==> config.mk <==
export PLATFORM = sky130hd
export DESIGN_NAME = mem_blkmove
export DESIGN_NICKNAME = d
export VERILOG_FILES = /design/src/rtl/blk_pkg.sv /design/src/rtl/blk_agen.sv /design/src/rtl/mem_blkmove.sv
export SDC_FILE = /design/constraint.sdc
export NUM_CORES = 1
export LEC_CHECK = 0
export CORE_MARGIN = 2
export CORE_UTILIZATION = 40
export DETAILED_ROUTE_END_ITERATION = 8
export DONT_BUFFER_PORTS = 1
export PLACE_DENSITY = 0.58
export RECOVER_POWER = 50
export SLEW_MARGIN = 15
export SYNTH_ARGS = -nofsm -noshare
export SYNTH_HDL_FRONTEND = slang
export SYNTH_SLANG_ARGS = --single-unit
==> constraint.sdc <==
create_clock -name clk -period 4.5 [get_ports clk]
set_input_delay 1.125 -clock clk [delete_from_list [all_inputs] [get_ports clk]]
set_output_delay 1.125 -clock clk [all_outputs]
set_load 0.01 [all_outputs]
==> src/rtl/blk_pkg.sv <==
// -----------------------------------------------------------------------------
// blk_pkg
//
// Shared definitions for the mem_blkmove block-transfer engine.
//
// Contents:
//   ASZ     - default memory word-address width (32K words)
//   DSZ     - default memory data width
//   op_t    - command opcode (MOVE = word copy, FILL = pattern fill)
//   state_t - engine FSM states
// -----------------------------------------------------------------------------
package blk_pkg;

  localparam int ASZ = 15;
  localparam int DSZ = 32;

  // Encoding matches the core-side `op` strobe: 0 = MOVE, 1 = FILL.
  typedef enum logic {
    MOVE = 1'b0,
    FILL = 1'b1
  } op_t;

  // IDLE : waiting for start
  // RD   : MOVE read phase (source address on the bus)
  // WR   : MOVE write phase (read data written to destination)
  // FL   : FILL write, one word per cycle
  // DONE : one-cycle completion pulse
  typedef enum logic [2:0] {
    IDLE = 3'd0,
    RD   = 3'd1,
    WR   = 3'd2,
    FL   = 3'd3,
    DONE = 3'd4
  } state_t;

endpackage : blk_pkg

==> src/rtl/blk_agen.sv <==
// -----------------------------------------------------------------------------
// blk_agen
//
// Loadable up/down word-address counter. The count direction is captured at
// load time and held for the whole command; arithmetic wraps modulo 2^AW, so
// the top address steps to 0 going up and 0 steps to the top address going
// down.
//
// Ports:
//   clk        in   system clock
//   rst        in   asynchronous active-high reset
//   load       in   capture load_addr / load_down (has priority over step)
//   load_addr  in   start address for the new command
//   load_down  in   1 = decrement on each step, 0 = increment
//   step       in   advance the address by one word
//   addr       out  current address
// -----------------------------------------------------------------------------
module blk_agen #(
  parameter int AW = 15
) (
  input  logic          clk,
  input  logic          rst,
  input  logic          load,
  input  logic [AW-1:0] load_addr,
  input  logic          load_down,
  input  logic          step,
  output logic [AW-1:0] addr
);

  logic [AW-1:0] addr_q, addr_d;
  logic          down_q, down_d;

  // NOTE: every signal written in a combinational block gets a default on the
  // first lines; a path that leaves one unassigned would infer a latch.
  always_comb begin
    addr_d = addr_q;
    down_d = down_q;
    if (load) begin
      addr_d = load_addr;
      down_d = load_down;
    end else if (step) begin
      // Natural AW-bit overflow provides the wrap in both directions.
      addr_d = down_q ? addr_q - AW'(1) : addr_q + AW'(1);
    end
  end

  // NOTE: state registers use non-blocking assignments so every flop samples
  // the pre-edge value of its inputs regardless of block evaluation order.
  always_ff @(posedge clk or posedge rst) begin
    if (rst) begin
      addr_q <= '0;
      down_q <= 1'b0;
    end else begin
      addr_q <= addr_d;
      down_q <= down_d;
    end
  end

  assign addr = addr_q;

endmodule : blk_agen

==> src/rtl/mem_blkmove.sv <==
// -----------------------------------------------------------------------------
// mem_blkmove
//
// Bus-master block-transfer engine in front of a single-port word memory.
// Executes word copy (overlap-safe, like CMOVE) and pattern fill (FILL) without
// core involvement. One command at a time via start / busy / done.
//
// Command (sampled only in IDLE when start = 1):
//   op   0 = MOVE, 1 = FILL
//   src  MOVE source word address
//   dst  destination word address
//   len  word count, 0 .. 2^ASZ
//   pat  FILL pattern
//   msk  byte mask applied to every write
//
// Status:
//   busy  high while a command is transferring (RD/WR/FL)
//   done  one-cycle pulse when the command completes
//
// Memory bus (combinational from state registers, sampled by the memory at
// the end of each cycle):
//   ai    word address
//   we    write enable
//   vi    write data
//   bmsk  byte mask
//   vo    read data, valid the cycle after a read address is presented
//
// Timing: MOVE takes 2 cycles per word (read, then write), FILL 1 cycle per
// word. done is high in the cycle ending 2*len+1 (MOVE), len+1 (FILL) or 1
// (len = 0) edges after the start edge.
// -----------------------------------------------------------------------------
module mem_blkmove #(
  parameter int ASZ = blk_pkg::ASZ,
  parameter int DSZ = blk_pkg::DSZ
) (
  input  logic           clk,
  input  logic           rst,
  input  logic           start,
  input  logic           op,
  input  logic [ASZ-1:0] src,
  input  logic [ASZ-1:0] dst,
  input  logic [ASZ:0]   len,
  input  logic [DSZ-1:0] pat,
  input  logic [3:0]     msk,
  output logic           busy,
  output logic           done,
  output logic [ASZ-1:0] ai,
  output logic           we,
  output logic [DSZ-1:0] vi,
  output logic [3:0]     bmsk,
  input  logic [DSZ-1:0] vo
);

  import blk_pkg::*;

  // ---------------------------------------------------------------------------
  // State
  // ---------------------------------------------------------------------------
  state_t         state_q, state_d;
  logic [ASZ:0]   cnt_q,   cnt_d;    // words remaining
  logic [DSZ-1:0] pat_q,   pat_d;    // latched fill pattern
  logic [3:0]     msk_q,   msk_d;    // latched byte mask, drives bmsk directly
  logic [ASZ-1:0] ai_q,    ai_d;     // last bus address, held in IDLE/DONE
  logic [DSZ-1:0] vi_q,    vi_d;     // last bus write data, held when idle

  // ---------------------------------------------------------------------------
  // Command decode (only meaningful in IDLE with start = 1)
  // ---------------------------------------------------------------------------
  logic           cmd_accept;
  logic           cmd_nonzero;
  logic           cmd_down;
  logic [ASZ-1:0] cmd_diff;
  logic [ASZ-1:0] cmd_last_off;      // len - 1, modulo 2^ASZ
  logic [ASZ-1:0] src_start;
  logic [ASZ-1:0] dst_start;
  logic           agen_load;

  assign cmd_accept  = (state_q == IDLE) && start;
  assign cmd_nonzero = (len != '0);
  assign cmd_diff    = dst - src;

  // A forward copy would overwrite source words before reading them when the
  // destination starts inside the source block above src. Copying from the top
  // down avoids that smear. FILL has no source and always ascends.
  assign cmd_down = (op_t'(op) == MOVE) && (dst > src) &&
                    ({1'b0, cmd_diff} < len);

  // len = 2^ASZ has a zero low field, which wraps to the all-ones offset as
  // required for a full-memory block.
  assign cmd_last_off = len[ASZ-1:0] - ASZ'(1);
  assign src_start    = cmd_down ? src + cmd_last_off : src;
  assign dst_start    = cmd_down ? dst + cmd_last_off : dst;

  // ---------------------------------------------------------------------------
  // Address generators
  // ---------------------------------------------------------------------------
  logic [ASZ-1:0] src_addr;
  logic [ASZ-1:0] dst_addr;
  logic           src_step;
  logic           dst_step;

  assign agen_load = cmd_accept && cmd_nonzero;
  assign src_step  = (state_q == WR);
  assign dst_step  = (state_q == WR) || (state_q == FL);

  blk_agen #(.AW(ASZ)) u_src_agen (
    .clk       (clk),
    .rst       (rst),
    .load      (agen_load),
    .load_addr (src_start),
    .load_down (cmd_down),
    .step      (src_step),
    .addr      (src_addr)
  );

  blk_agen #(.AW(ASZ)) u_dst_agen (
    .clk       (clk),
    .rst       (rst),
    .load      (agen_load),
    .load_addr (dst_start),
    .load_down (cmd_down),
    .step      (dst_step),
    .addr      (dst_addr)
  );

  // ---------------------------------------------------------------------------
  // Next-state and bus outputs
  // ---------------------------------------------------------------------------
  logic last_word;
  assign last_word = (cnt_q == (ASZ+1)'(1));

  always_comb begin
    state_d = state_q;
    cnt_d   = cnt_q;
    pat_d   = pat_q;
    msk_d   = msk_q;
    ai      = ai_q;
    vi      = vi_q;
    we      = 1'b0;
    busy    = 1'b0;
    done    = 1'b0;

    case (state_q)
      IDLE: begin
        if (start) begin
          pat_d = pat;
          msk_d = msk;
          cnt_d = len;
          if (!cmd_nonzero)            state_d = DONE;
          else if (op_t'(op) == FILL)  state_d = FL;
          else                         state_d = RD;
        end
      end

      RD: begin
        busy    = 1'b1;
        ai      = src_addr;
        state_d = WR;
      end

      WR: begin
        busy    = 1'b1;
        ai      = dst_addr;
        we      = 1'b1;
        vi      = vo;
        cnt_d   = cnt_q - (ASZ+1)'(1);
        state_d = last_word ? DONE : RD;
      end

      FL: begin
        busy    = 1'b1;
        ai      = dst_addr;
        we      = 1'b1;
        vi      = pat_q;
        cnt_d   = cnt_q - (ASZ+1)'(1);
        state_d = last_word ? DONE : FL;
      end

      DONE: begin
        done    = 1'b1;
        state_d = IDLE;
      end

      default: begin
        state_d = IDLE;
      end
    endcase

    ai_d = ai;
    vi_d = vi;
  end

  assign bmsk = msk_q;

  // ---------------------------------------------------------------------------
  // Registers. Reset drops busy/we combinationally because it clears state_q
  // asynchronously, so nothing more is written once rst rises.
  // ---------------------------------------------------------------------------
  always_ff @(posedge clk or posedge rst) begin
    if (rst) begin
      state_q <= IDLE;
      cnt_q   <= '0;
      pat_q   <= '0;
      msk_q   <= 4'b1111;
      ai_q    <= '0;
      vi_q    <= '0;
    end else begin
      state_q <= state_d;
      cnt_q   <= cnt_d;
      pat_q   <= pat_d;
      msk_q   <= msk_d;
      ai_q    <= ai_d;
      vi_q    <= vi_d;
    end
  end

endmodule : mem_blkmove

Word-level counts from Yosys, hierarchy flattened
Cells that the tools add are included.
Widths: inputs -> output; s select.

storage, ports and cells
  bits in registers = 133
  output and inout port bits = 54
  word-level logic and storage cells = 62

cells by class
  add/sub/neg operators = 9
  magnitude comparators = 2
  equality and inequality tests = 6
  mux-type cells = 21
  bitwise operators = 1
  reductions and logical operators = 14

operators by type and width
  kind                   count
  $mux 15                8
  $pmux 32 s2            1
  $sub 15x1->15 const B  3
  $pmux 16 s2            1
  $add 15x1->15 const B  2
  $add 15x15->15         2
  $pmux 15 s2            1
  $eq 16x1->1 const B    1
  $lt 15x16->1           1
  $mux 16                1
  $reduce_bool 16->1     1
  $sub 16x1->16 const B  1
  $gt 15x15->1           1
  $sub 15x15->15         1
  $mux 3                 4
  $pmux 3 s4             1
  $eq 3x2->1 const B     2
  $reduce_bool 2->1      3
  $logic_and 1x1->1      4
  $reduce_and 2->1       2
  $eq 3x1->1 const B     1
  $eq 3x3->1 const B     1
  $logic_not 3->1        1
  $mux 1                 3
  6 further kinds        6

Depth between registers and ports, before layout
Gate-level depths: netlist of run 1.

  word-level depth = 5
  depth in mapped cells = 23

Cells and area by module
Synthesis of run 1 repeated with hierarchy kept, for this count alone.

second synthesis, totals
  cells, all modules = 1249
  area, all modules = 10473.8 µm²

by module, submodules not included
  module       times used  cells an instance  area an instance (µm²)  seq. area each (µm²)
  mem_blkmove  1           917                7581.0                  2557.5
  blk_agen     2           166                1446.4                  400.4

Worst setup path after synthesis of run 1
Ideal clock, no wire load.

  path type = input port to flip-flop
  start = in dst[0]
  end = reg u_src_agen.addr_q[2], in the netlist u_src_agen.addr[2]
  setup time = 82 ps
  arrival = 5394 ps
  path slack = -976 ps
  stages on the path = 22
  path buffers = 2
  cells stage by stage = inv_1 -> ha_1 -> inv_1 -> fa_1 -> a21o_1 -> a21oi_1 -> nor2_1 -> o31a_1 -> o21ai_0 -> a21oi_1 -> mux2i_1 -> or4_1 -> ha_1 -> and4b_1 -> a2111oi_0 -> o21ai_0 -> nor2_1 -> a21o_1 -> buf_2 -> buf_1 -> nand2_1 -> a31oi_1

between the ends
  word-level cells in the longest chain between the ends = 5
  elaborated cells on any way between the ends = 7
  classes of those cells = add/sub: 1; order compare: 2; mux: 2; reduce/logical: 2

RTL lines
  item                                               line                                  RTL
  start, declared                                    mem_blkmove.sv:41                     input logic [ASZ-1:0] dst,
  $sub 15x15->15 or $gt 15x15->1 (tied branches)     mem_blkmove.sv:80, mem_blkmove.sv:85
  $lt 15x16->1 or $logic_and 1x1->1 (tied branches)  mem_blkmove.sv:86, mem_blkmove.sv:85
  $logic_and 1x1->1 *                                mem_blkmove.sv:85                     assign cmd_down = (op_t'(op) == MOVE) && (dst > src) &&
  $mux 15 *                                          mem_blkmove.sv:91                     assign src_start = cmd_down ? src + cmd_last_off : src;
  $mux 15 *                                          blk_agen.sv:38                        if (load) begin
  end signal, assigned                               blk_agen.sv:54                        addr_q <= addr_d;
  end, declared                                      blk_agen.sv:30                        logic [AW-1:0] addr_q, addr_d;

Every way passes the cells marked *; elsewhere a longest branch is shown, timed or not.
A chain may end at the register's enable or synchronous reset.

Final worst setup path of run 1
  start = in dst[0]
  end = reg u_dst_agen.addr_q[8], in the netlist u_dst_agen.addr[8]

between the ends
  word-level cells in the longest chain between the ends = 5
  elaborated cells on any way between the ends = 8
  classes of those cells = add/sub: 2; order compare: 2; mux: 2; reduce/logical: 2

RTL lines
  item                                               line                                  RTL
  $sub 15x15->15 or $gt 15x15->1 (tied branches)     mem_blkmove.sv:80, mem_blkmove.sv:85
  $lt 15x16->1 or $logic_and 1x1->1 (tied branches)  mem_blkmove.sv:86, mem_blkmove.sv:85
  $logic_and 1x1->1                                  mem_blkmove.sv:85
  $mux 15 *                                          mem_blkmove.sv:92                     assign dst_start = cmd_down ? dst + cmd_last_off : dst;
  $mux 15 *                                          blk_agen.sv:38
  end signal, assigned                               blk_agen.sv:54
  end, declared                                      blk_agen.sv:30

Marks and branches as above.

==> results.env, run 1 <==
OUTCOME='finished with violations'
VIOLATIONS='max-capacitance violations, max-slew violations, negative setup slack'
LAYOUT.CORE_UTILIZATION_PCT=47.3
YOSYSWARNINGS=0
FIRST_PASS_GRT_WIRE_LENGTH_UM=46700
CRITPATHLAUNCHTYPE='input pin'
HP-START='pat_q[7]'
CRITPATHMAXFANOUT=8
DRTPASS1ITERATIONS=5
POSTSYNTHNETCOUNT=1362
P_TOTAL_mW=7.27
FIN_CRIT_SH_PCT=108
PLACEDINSTANCEAREA_UM2=10500
CLOCK_PIN_SLEW_WORST_SETUP_AND_HOLD_PATHS_NS=0.06
END_KIND='flip-flop'
CP-STARTPOINT='dst[0]'
EDFF_COUNT_SYNTH=0
POST_ROUTE_CELLS_DRIVE_ABOVE_1_SHARE_PCT=12.8
CTS_MADE_BUFFERS=17
POSTROUTEANTENNANETS=0
TRITONCTS='built'
IO_PINS=172
FINAL.MIN_CLOCK_PERIOD_NS=4.85
SYNTH_SEQ_CELLS=133
GRT_UTIL_ALL_LAYERS_PCT=23.1
IO_BUFFERS=0
DIE_AREA_UM2=25800
FINAL.SETUP_SKEW_NS=0.0103
ROUTE.DETAILED.VIAS_PER_INST=5.62
ANTENNA_FOUND_INITIAL=0
DIEWIDTH_UM=161
WIRE_PER_INST_UM=19.3
P_PER_AREA_nW_PER_UM2=636
LAYOUT.CELLS.MOST_COMMON_LIST='191 x sky130_fd_sc_hd__nand2_1, 128 x sky130_fd_sc_hd__dfrtp_1, 85 x sky130_fd_sc_hd__ha_1, 72 x sky130_fd_sc_hd__o21ai_0, 69 x sky130_fd_sc_hd__a21oi_1'
WORST_SLEW_PIN_SLEW_NS=2.03
TRITONCTS_NUM_SINKS=133
DP_HPWL_UM=21900
SYN-CELL-AREA_UM2=9800
FIRST_GLOBAL_VIAS=8363
DIE_H_UM=161
COMMONEST_NON_FILL_NON_TAP_CELL_IN_THE_LAYOUT='sky130_fd_sc_hd__nand2_1'
MAX-CAP-VIOLATIONS=3
LEAKAGE_nW=5.24
GP_ROUTABILITY_CONGESTION=0.891
FILLCELLCOUNT=2336
DRC=0
SHARE_OF_SYNTHESIZED_FLIP_FLOPS_WITH_AN_ASYNCHRONOUS_SET_OR_RESET_PCT=100
MIN_SETUP_SLACK_POST_ROUTE_NS=-0.346
WORSTPATHARRIVAL_NS=5.12
WIRELENGTH_UM=29600
CLOCK-ROOT-BUFFER='sky130_fd_sc_hd__clkbuf_16'
OVERFLOW=0
SETUP_VIOLATING_ENDPOINT_COUNT_IN_THE_FINAL_REPORT=31
DR.FIRST_ITER.DRC_COUNT=574
INITIAL_UTILIZATION_PCT=40.5
CP.REQUIRED_NS=4.77
SYNTH_AREA_PER_CELL_UM2=8.50
SYNTH_FLOP_CELL='sky130_fd_sc_hd__dfrtp_1'
FLOORPLAN.CORE_AREA_UM2=24200
FINAL_MAX_SLEW_VIOL_COUNT=138
WORST_CASE_CLOCK_BUFFER_DEPTH=2
AREA_GROWTH_SYN_TO_LAYOUT_PCT=16.6
SYNTHCELLS=1153
WORST_SKEW_PAIR.LATE_LATENCY_NS=0.43
POST_ROUTE_INSTS_NO_FILL=1533
YOSYSUNIQUECELLTYPES=61
MAXCLOCKFREQUENCY_MHz=206
RSZ0062_AT_GRT='true'
PLACE_WS_NS=-0.851
SYNTH.YOSYS.SEQ_AREA_SHARE_PCT=34.0
ROWS=57
FINISH.NET_COUNT=1405
ROUTE.VIAS.TOTAL=8618
HOLDCRITPATHCLASS='flip-flop to flip-flop'
DIODES_INSERTED=0
CRITICAL_PATH.REG2REG.STARTPOINT='u_dst_agen.down_q'
GRT_MAX_DEGREE=100
HTREEDEPTH=4
TIMING.SETUP.CRITICAL_PATH_CLASS='input pin to flip-flop'
FINAL_HOLD_VIOS=0
PLACED_CELLS=1484
IR_DROP_uV=247
TIMING.MAX_SLEW.REL_SLACK_PCT=-35.1
FINAL_DESIGN_AREA_NO_FILL_UM2=11400
==> cell usage after synthesis (all sizes together), types with 6 or more instances <==
| master | n | area (um^2) |
|---|---|---|
| a21oi | 72 | 360 |
| o21bai | 8 | 60.1 |
| nand3 | 19 | 95.1 |
| nand2b | 8 | 50.1 |
| mux2i | 53 | 531 |
| a22oi | 29 | 218 |
| a211oi | 30 | 225 |
| clkbuf | 36 | 135 |
| a21o | 15 | 113 |
| o311ai | 6 | 52.6 |
| nor2 | 71 | 267 |
| and3 | 9 | 56.3 |
| nand2 | 199 | 747 |
| o21ai | 79 | 395 |
| xnor2 | 48 | 420 |
| xor2 | 17 | 149 |
| o21a | 8 | 60.1 |
| buf | 11 | 45.0 |
| ha | 86 | 1080 |
| o31ai | 6 | 45.0 |
| nor4 | 9 | 62.6 |
| o211ai | 14 | 105 |
| or3 | 9 | 66.3 |
| inv | 55 | 206 |
| a31oi | 15 | 93.8 |
| nor3 | 33 | 165 |
| nor2b | 9 | 56.3 |
| dfrtp | 129 | 3230 |
==> through the flow <==
| step | hold WS (ns) | setup TNS, ns |
|---|---|---|
| 2_1_floorplan | 0.445 | -14.29 |
| 3_3_place_gp | 0.457 | -22.50 |
| 3_5_place_dp | 0.462 | -23.49 |
| 4_1_cts | 0.478 | -5.77 |
| 5_1_grt | 0.491 | -13.47 |
| 6_report | 0.474 | -8.28 |
==> layout make-up <==
type | count | area (um^2) | area share [%]
Tap cell | 324 | 405 | 3.55
Clock inverter | 15 | 166 | 1.46
Multi-Input combinational cell | 917 | 6260 | 54.7
Inverter | 56 | 238 | 2.08
Timing Repair Buffer | 71 | 608 | 5.32
Clock buffer | 17 | 425 | 3.72
Sequential cell | 133 | 3330 | 29.2
==> worst max-delay path, stage by stage <==
cell	delay, ns
sky130_fd_sc_hd__clkinv_16	0.02
sky130_fd_sc_hd__ha_4	0.11
sky130_fd_sc_hd__inv_2	0.03
sky130_fd_sc_hd__fa_2	0.33
sky130_fd_sc_hd__a21o_1	0.17
sky130_fd_sc_hd__a21oi_2	0.18
sky130_fd_sc_hd__nor2_2	0.06
sky130_fd_sc_hd__o31a_1	0.27
sky130_fd_sc_hd__o21ai_2	0.20
sky130_fd_sc_hd__a21oi_2	0.10
sky130_fd_sc_hd__mux2i_1	0.13
sky130_fd_sc_hd__or4_1	0.49
sky130_fd_sc_hd__ha_1	0.30
sky130_fd_sc_hd__and4b_2	0.24
sky130_fd_sc_hd__a2111oi_4	0.31
sky130_fd_sc_hd__o21ai_2	0.12
sky130_fd_sc_hd__nor2_2	0.19
sky130_fd_sc_hd__a21o_4	0.24
sky130_fd_sc_hd__buf_12	0.16
sky130_fd_sc_hd__mux2i_4	0.23
sky130_fd_sc_hd__a21oi_1	0.08
==> sequential cells by signal (all words and copies together) (netlist names) <==
signal,cells
pat_q,32
vi_q,32
cnt_q,16
ai_q,15
u_dst_agen.addr,15
u_src_agen.addr,15
bmsk,4
state_q,3
u_dst_agen.down_q,1
==> power breakdown <==
| part | internal [mW] | switching, mW |
|---|---|---|
| clock network | 0.831 | 0.611 |
| registers | 1.81 | 0.446 |
| logic | 1.50 | 2.07 |
==> path summary, 6_finish.rpt <==
check | endpoint | slack, ns | cells after the start
max in group asynchronous | u_dst_agen.addr[0] | 0.94 | 2
worst min register to register | pat_q[7] | 0.47 | 2
worst min-delay path | pat_q[7] | 0.47 | 2
worst max-delay path | u_dst_agen.addr[8] | -0.35 | 21
min in group asynchronous | vi_q[17] | 1.02 | 1
worst max register to register | u_src_agen.addr[14] | 0.89 | 9
==> repair_timing <==
action / 4_1_cts / 5_1_grt
resized for setup: 18 / 23
hold buffers: 0 / 0
cloned: 2 / 0
setup endpoints to repair: 31 / 31
hold endpoints to repair: 0 / 0
pin swaps: 23 / 14
setup buffers: 13 / 6
==> kinds of logic (layout without fill, tap and decap cells) <==
| family | count (synthesis) | after routing | share of synthesized area [%] |
|---|---|---|---|
| buffers and inverters | 103 | 159 | 3.98 |
| and+or+nand+nor | 397 | 397 | 18.4 |
| muxes | 55 | 55 | 5.64 |
| xor gates and xnor gates | 65 | 65 | 5.81 |
| AOI/OAI and AO/OA | 309 | 309 | 20.2 |
| adders and majority gates | 91 | 91 | 12.0 |
| DFF | 133 | 133 | 34.0 |
==> metal layers <==
layer	vias up	global-route usage (%)	wire length [um]
li1	4248	-	-
met1	4137	31.7	13700
met2	196	35.9	13400
met3	37	5.94	1910
met4	0	6.88	582
met5	-	0	0
No activity file was read; power rests on OpenSTA's default activity.
==> run 2: changes to the inputs <==
- CTS_CLUSTER_DIAMETER: default -> 150
==> results of run 2 <==
Same layout as run 1: the final DEF is identical, and so are final timing and power.
==> run 3: changes to the inputs <==
- SYNTH_HIERARCHICAL: default -> 1
==> run 3 against run 2 <==
Effect of this change: the flow still finishes with violations (max-capacitance violations, max-slew violations, negative setup slack); wire length increased by 8.1%; via count increased by 9.5%; clock power is essentially flat; sequential power hardly changed; final cell count rose by 8.6%; utilization is 0.44 points higher; largest power group unchanged.
==> results.env, run 3 <==
OUTCOME='finished with violations'
VIOLATIONS='max-capacitance violations, max-slew violations, negative setup slack'
SYNTH_AREA_PER_CELL_UM2=8.39  # -1.4%
P_PER_AREA_nW_PER_UM2=557  # -13%
AREA_GROWTH_SYN_TO_LAYOUT_PCT=18.1
POST_ROUTE_CELLS_DRIVE_ABOVE_1_SHARE_PCT=16.8  # +4.0 points
PWR-SHARE-SEQ_PCT=33.2  # +2.1 points
SETUP_VIOLATING_ENDPOINT_COUNT_IN_THE_FINAL_REPORT=15  # -52%
WIRELENGTH_UM=32000  # +8.1%
OVERFLOW=0  # unchanged
INITIAL_UTILIZATION_PCT=40.4  # -0.12 points
WORST_SKEW_PAIR.LATE_LATENCY_NS=0.41  # -0.02 ns
END_KIND='flip-flop'
SYNTH.YOSYS.SEQ_AREA_SHARE_PCT=32.1  # -1.9 points
COMB_POWER_SHARE_PCT=45.9  # -3.2 points
FIRST_PASS_GRT_WIRE_LENGTH_UM=51100  # +9.3%
WORST-PATH-BUF-INV=2  # -1
SYNTH_TOP_CELLS_BY_COUNT='213 x sky130_fd_sc_hd__nand2_1, 130 x sky130_fd_sc_hd__dfrtp_1, 106 x sky130_fd_sc_hd__o21ai_0'
CRIT_PATH_MAX_INCR_DELAY_NS=0.35  # -0.14 ns
DIEWIDTH_UM=166  # +3.3%
ROUTE.DETAILED.VIAS_PER_INST=5.67  # +0.80%
CLOCK_PIN_SLEW_WORST_SETUP_AND_HOLD_PATHS_NS=0.07  # about the same
DRC=0  # unchanged
PWR-SHARE-CLK_PCT=20.9  # +1.1 points
FLOORPLAN.CORE_AREA_UM2=25900  # +7.2%
HOLD_SLACK_NS=0.473  # -0.000454 ns
DRTPASS1ITERATIONS=6  # +1
TRITONCTS_NUM_SINKS=134  # +0.75%
SYNTHCELLS=1249  # +8.3%
IO_PINS=172  # unchanged
REG2REG_SLACK_NS=1.00  # +0.11 ns
FINAL_HOLD_VIOS=0  # unchanged
TIMING.SETUP.CRITICAL_PATH_CLASS='input pin to flip-flop'
PLACEDINSTANCEAREA_UM2=11500  # +8.7%
TRITONCTS='built'
WORST_HOLD_PATH.NUM_CELLS=2  # unchanged
HTREEDEPTH=4  # unchanged
FIRST_GLOBAL_VIAS=9177  # +9.7%
DIE_H_UM=166  # +3.3%
FINAL.SETUP_SKEW_NS=0.0129  # +0.00259 ns
YOSYSTOPAREACELL='sky130_fd_sc_hd__dfrtp_1'
POSTROUTEANTENNANETS=0  # unchanged
TIMING.CRITICAL_PATH.CELLS='inv_1 > ha_1 > a211o_1 > a211oi_2 > a211oi_2 > o21ai_1 > nor2b_2 > xnor2_1 > ha_1 > a211oi_1 > o21ai_1 > a41oi_2 > a211oi_2 > a211o_4 > buf_6 > nor4_4 > xnor2_1 > a222oi_1 > nand3b_1'
CLOCK-ROOT-BUFFER='sky130_fd_sc_hd__clkbuf_16'
FINALSETUPTNS_NS=-0.650  # +7.63 ns
GRT_UTIL_ALL_LAYERS_PCT=23.1  # -0.025 points
P_SW_SHARE_PCT=43.2  # +0.23 points
WORST_SLEW_PIN_SLEW_NS=2.82  # +0.792 ns
FILLCELLCOUNT=2561  # +9.6%
COMMONEST_NON_FILL_NON_TAP_CELL_IN_THE_LAYOUT='sky130_fd_sc_hd__nand2_1'
CPMAXSTAGEDELAYCELL='sky130_fd_sc_hd__a211o_4'
CTS_MADE_BUFFERS=17  # unchanged
NETLIST_TOP_CELLS_AREA='sky130_fd_sc_hd__dfrtp_1 31%, sky130_fd_sc_hd__ha_1 10%, sky130_fd_sc_hd__nand2_1 7.6%, sky130_fd_sc_hd__o21ai_0 5.1%, sky130_fd_sc_hd__a21oi_1 4.8%'
SWITCHING_POWER_mW=2.98  # -4.9%
CRITPATHMAXFANOUT=5  # -3
IO_BUFFERS=0  # unchanged
FINAL_DESIGN_AREA_NO_FILL_UM2=12400  # +8.2%
WORSTPATHARRIVAL_NS=4.91  # -0.21 ns
ROUTE.VIAS.TOTAL=9435  # +9.5%
RSZ0062_AT_GRT='true'
EDFF_COUNT_SYNTH=0  # unchanged
YOSYS.AREA.TOP_TYPE_SHARE_PCT=31.1  # -1.9 points
SYN-CELL-AREA_UM2=10500  # +6.9%
MAXCLOCKFREQUENCY_MHz=217  # +5.0%
IR_DROP_uV=311  # +26%
DIE_AREA_UM2=27500  # +6.7%
MIN_SETUP_SLACK_POST_ROUTE_NS=-0.115  # +0.231 ns
SYNTH_SEQ_CELLS=134  # +0.75%
YOSYSWARNINGS=6  # +6
FINAL_MAX_SLEW_VIOL_COUNT=122  # -12%
MAX-CAP-VIOLATIONS=2  # -1
DP_HPWL_UM=24400  # +11%
GRT_MAX_DEGREE=74  # -26%
WORST_CASE_CLOCK_BUFFER_DEPTH=2  # unchanged
ROWS=59  # +3.5%
POSTSYNTHNETCOUNT=1458  # +7.0%
R2R_DEPTH=5  # -4
DIODES_INSERTED=0  # unchanged
LAYOUT.CELLS.MOST_COMMON_LIST='205 x sky130_fd_sc_hd__nand2_1, 130 x sky130_fd_sc_hd__dfrtp_1, 94 x sky130_fd_sc_hd__a21oi_1, 89 x sky130_fd_sc_hd__buf_4, 85 x sky130_fd_sc_hd__ha_1'
SHARE_OF_SYNTHESIZED_FLIP_FLOPS_WITH_AN_ASYNCHRONOUS_SET_OR_RESET_PCT=100  # unchanged
LEAKAGE_nW=5.90  # +13%
REG.LARGEST.LIST='pat_q (32), vi_q (32), cnt_q (16)'
DR.FIRST_ITER.DRC_COUNT=625  # +8.9%
WIRE_PER_INST_UM=19.2  # -0.48%
CTS_HOLD_REPAIR.BUFFERS=0  # unchanged
CP.REQUIRED_NS=4.79  # +0.02 ns
HOLDCRITPATHCLASS='flip-flop to flip-flop'
ANTENNA_FOUND_INITIAL=0  # unchanged
CELL_WITH_THE_MOST_INSTANCES_AFTER_SYNTHESIS='sky130_fd_sc_hd__nand2_1'
SYNTH_FLOP_CELL='sky130_fd_sc_hd__dfrtp_1'
TIMING.MAX_SLEW.REL_SLACK_PCT=-87.9  # -53 points
FIN_CRIT_SH_PCT=103  # -5.1 points
CRITPATHLAUNCHTYPE='input pin'
FINISH.NET_COUNT=1526  # +8.6%
WORST-PATH-STAGES=19  # -9.5%
YOSYSUNIQUECELLTYPES=77  # +26%
GP_ROUTABILITY_CONGESTION=0.909  # +2.0%
FINAL.MIN_CLOCK_PERIOD_NS=4.62  # -0.231 ns
CRITICAL-PATH-TOP-CELL-BY-COUNT='sky130_fd_sc_hd__a211oi_2'
TIMING.CRITICAL_PATH.MAX_DELAY_FAMILY='compound AO/OA/AOI/OAI gates'
P_INT_mW=3.91  # -5.8%
[run 3: repair_timing]
item                                   4_1_cts  5_1_grt
pin swaps                                    8       21
cloned                                       0        1
setup endpoints to repair                   20       29
endpoints found under the hold margin        0        0
gates resized for setup                      4       60
setup buffers                                2        9
[run 3: cells by family after synthesis]
family                     share of synthesized area, %
DFF                                                32.1
adders and majority gates                          11.2
xor gates and xnor gates                           5.10
buffers and inverters                              3.92
AOI/OAI and AO/OA                                  22.4
and+or+nand+nor                                    19.3
muxes                                              5.97
[run 3: worst register-to-register path, stage by stage, from the launching register on]
cell                       delay [ns]
sky130_fd_sc_hd__dfrtp_1         0.87
sky130_fd_sc_hd__nor2_1          0.19
sky130_fd_sc_hd__nand3b_1        0.20
sky130_fd_sc_hd__clkbuf_1        1.60
sky130_fd_sc_hd__o311ai_0        0.43
sky130_fd_sc_hd__nand2_1         0.14
[run 3: path summary, 6_finish.rpt]
check,startpoint,endpoint
hold / removal,pat_q[17],pat_q[17]
hold reg to reg,pat_q[17],pat_q[17]
setup reg to reg,state_q[0],cnt_q[10]
min in group asynchronous,rst,u_src_agen/addr[0]
setup / recovery,src[7],u_src_agen/addr[14]
max in group asynchronous,rst,pat_q[9]
[run 3: stage by stage]
stage | std cells | total power [mW] | setup slack, ns | utilization, %
global placement | 1621 | 5.30 | -0.573 | 44.2
CTS | 1655 | 6.84 | -0.0781 | 46.6
finish | 1665 | 6.88 | -0.115 | 47.7
detailed placement | 1621 | 5.36 | -0.624 | 44.2
floorplan | 1249 | 4.52 | -0.413 | -
global route | 1665 | 7.45 | -0.320 | 47.7
[run 3: power by group through the flow]
stage / sequential (mW) / combinational [mW] / clock, mW
finish: 2.29 / 3.16 / 1.44
global route: 2.36 / 3.56 / 1.53
CTS: 2.28 / 3.09 / 1.47
detailed placement: 2.30 / 3.06 / 0
global placement: 2.29 / 3.01 / 0
floorplan: 2.10 / 2.42 / 0
[run 3: layer usage]
layer / share of wire [%] / track usage (%)
met1: 47 / 32.8
met2: 45 / 36.1
met3: 5.0 / 3.74
met4: 2.6 / 7.03
met5: 0 / 0
[run 3: layout make-up]
| type | instances | area (um^2) | share of cell area (%) |
|---|---|---|---|
| well taps | 335 | 419 | 3.39 |
| repair buffers | 100 | 806 | 6.52 |
| inverters | 56 | 249 | 2.01 |
| multi-input cells | 1008 | 6940 | 56.1 |
| clock inverters | 14 | 164 | 1.33 |
| clock buffers | 18 | 429 | 3.47 |
| flip-flops and latches | 134 | 3360 | 27.2 |
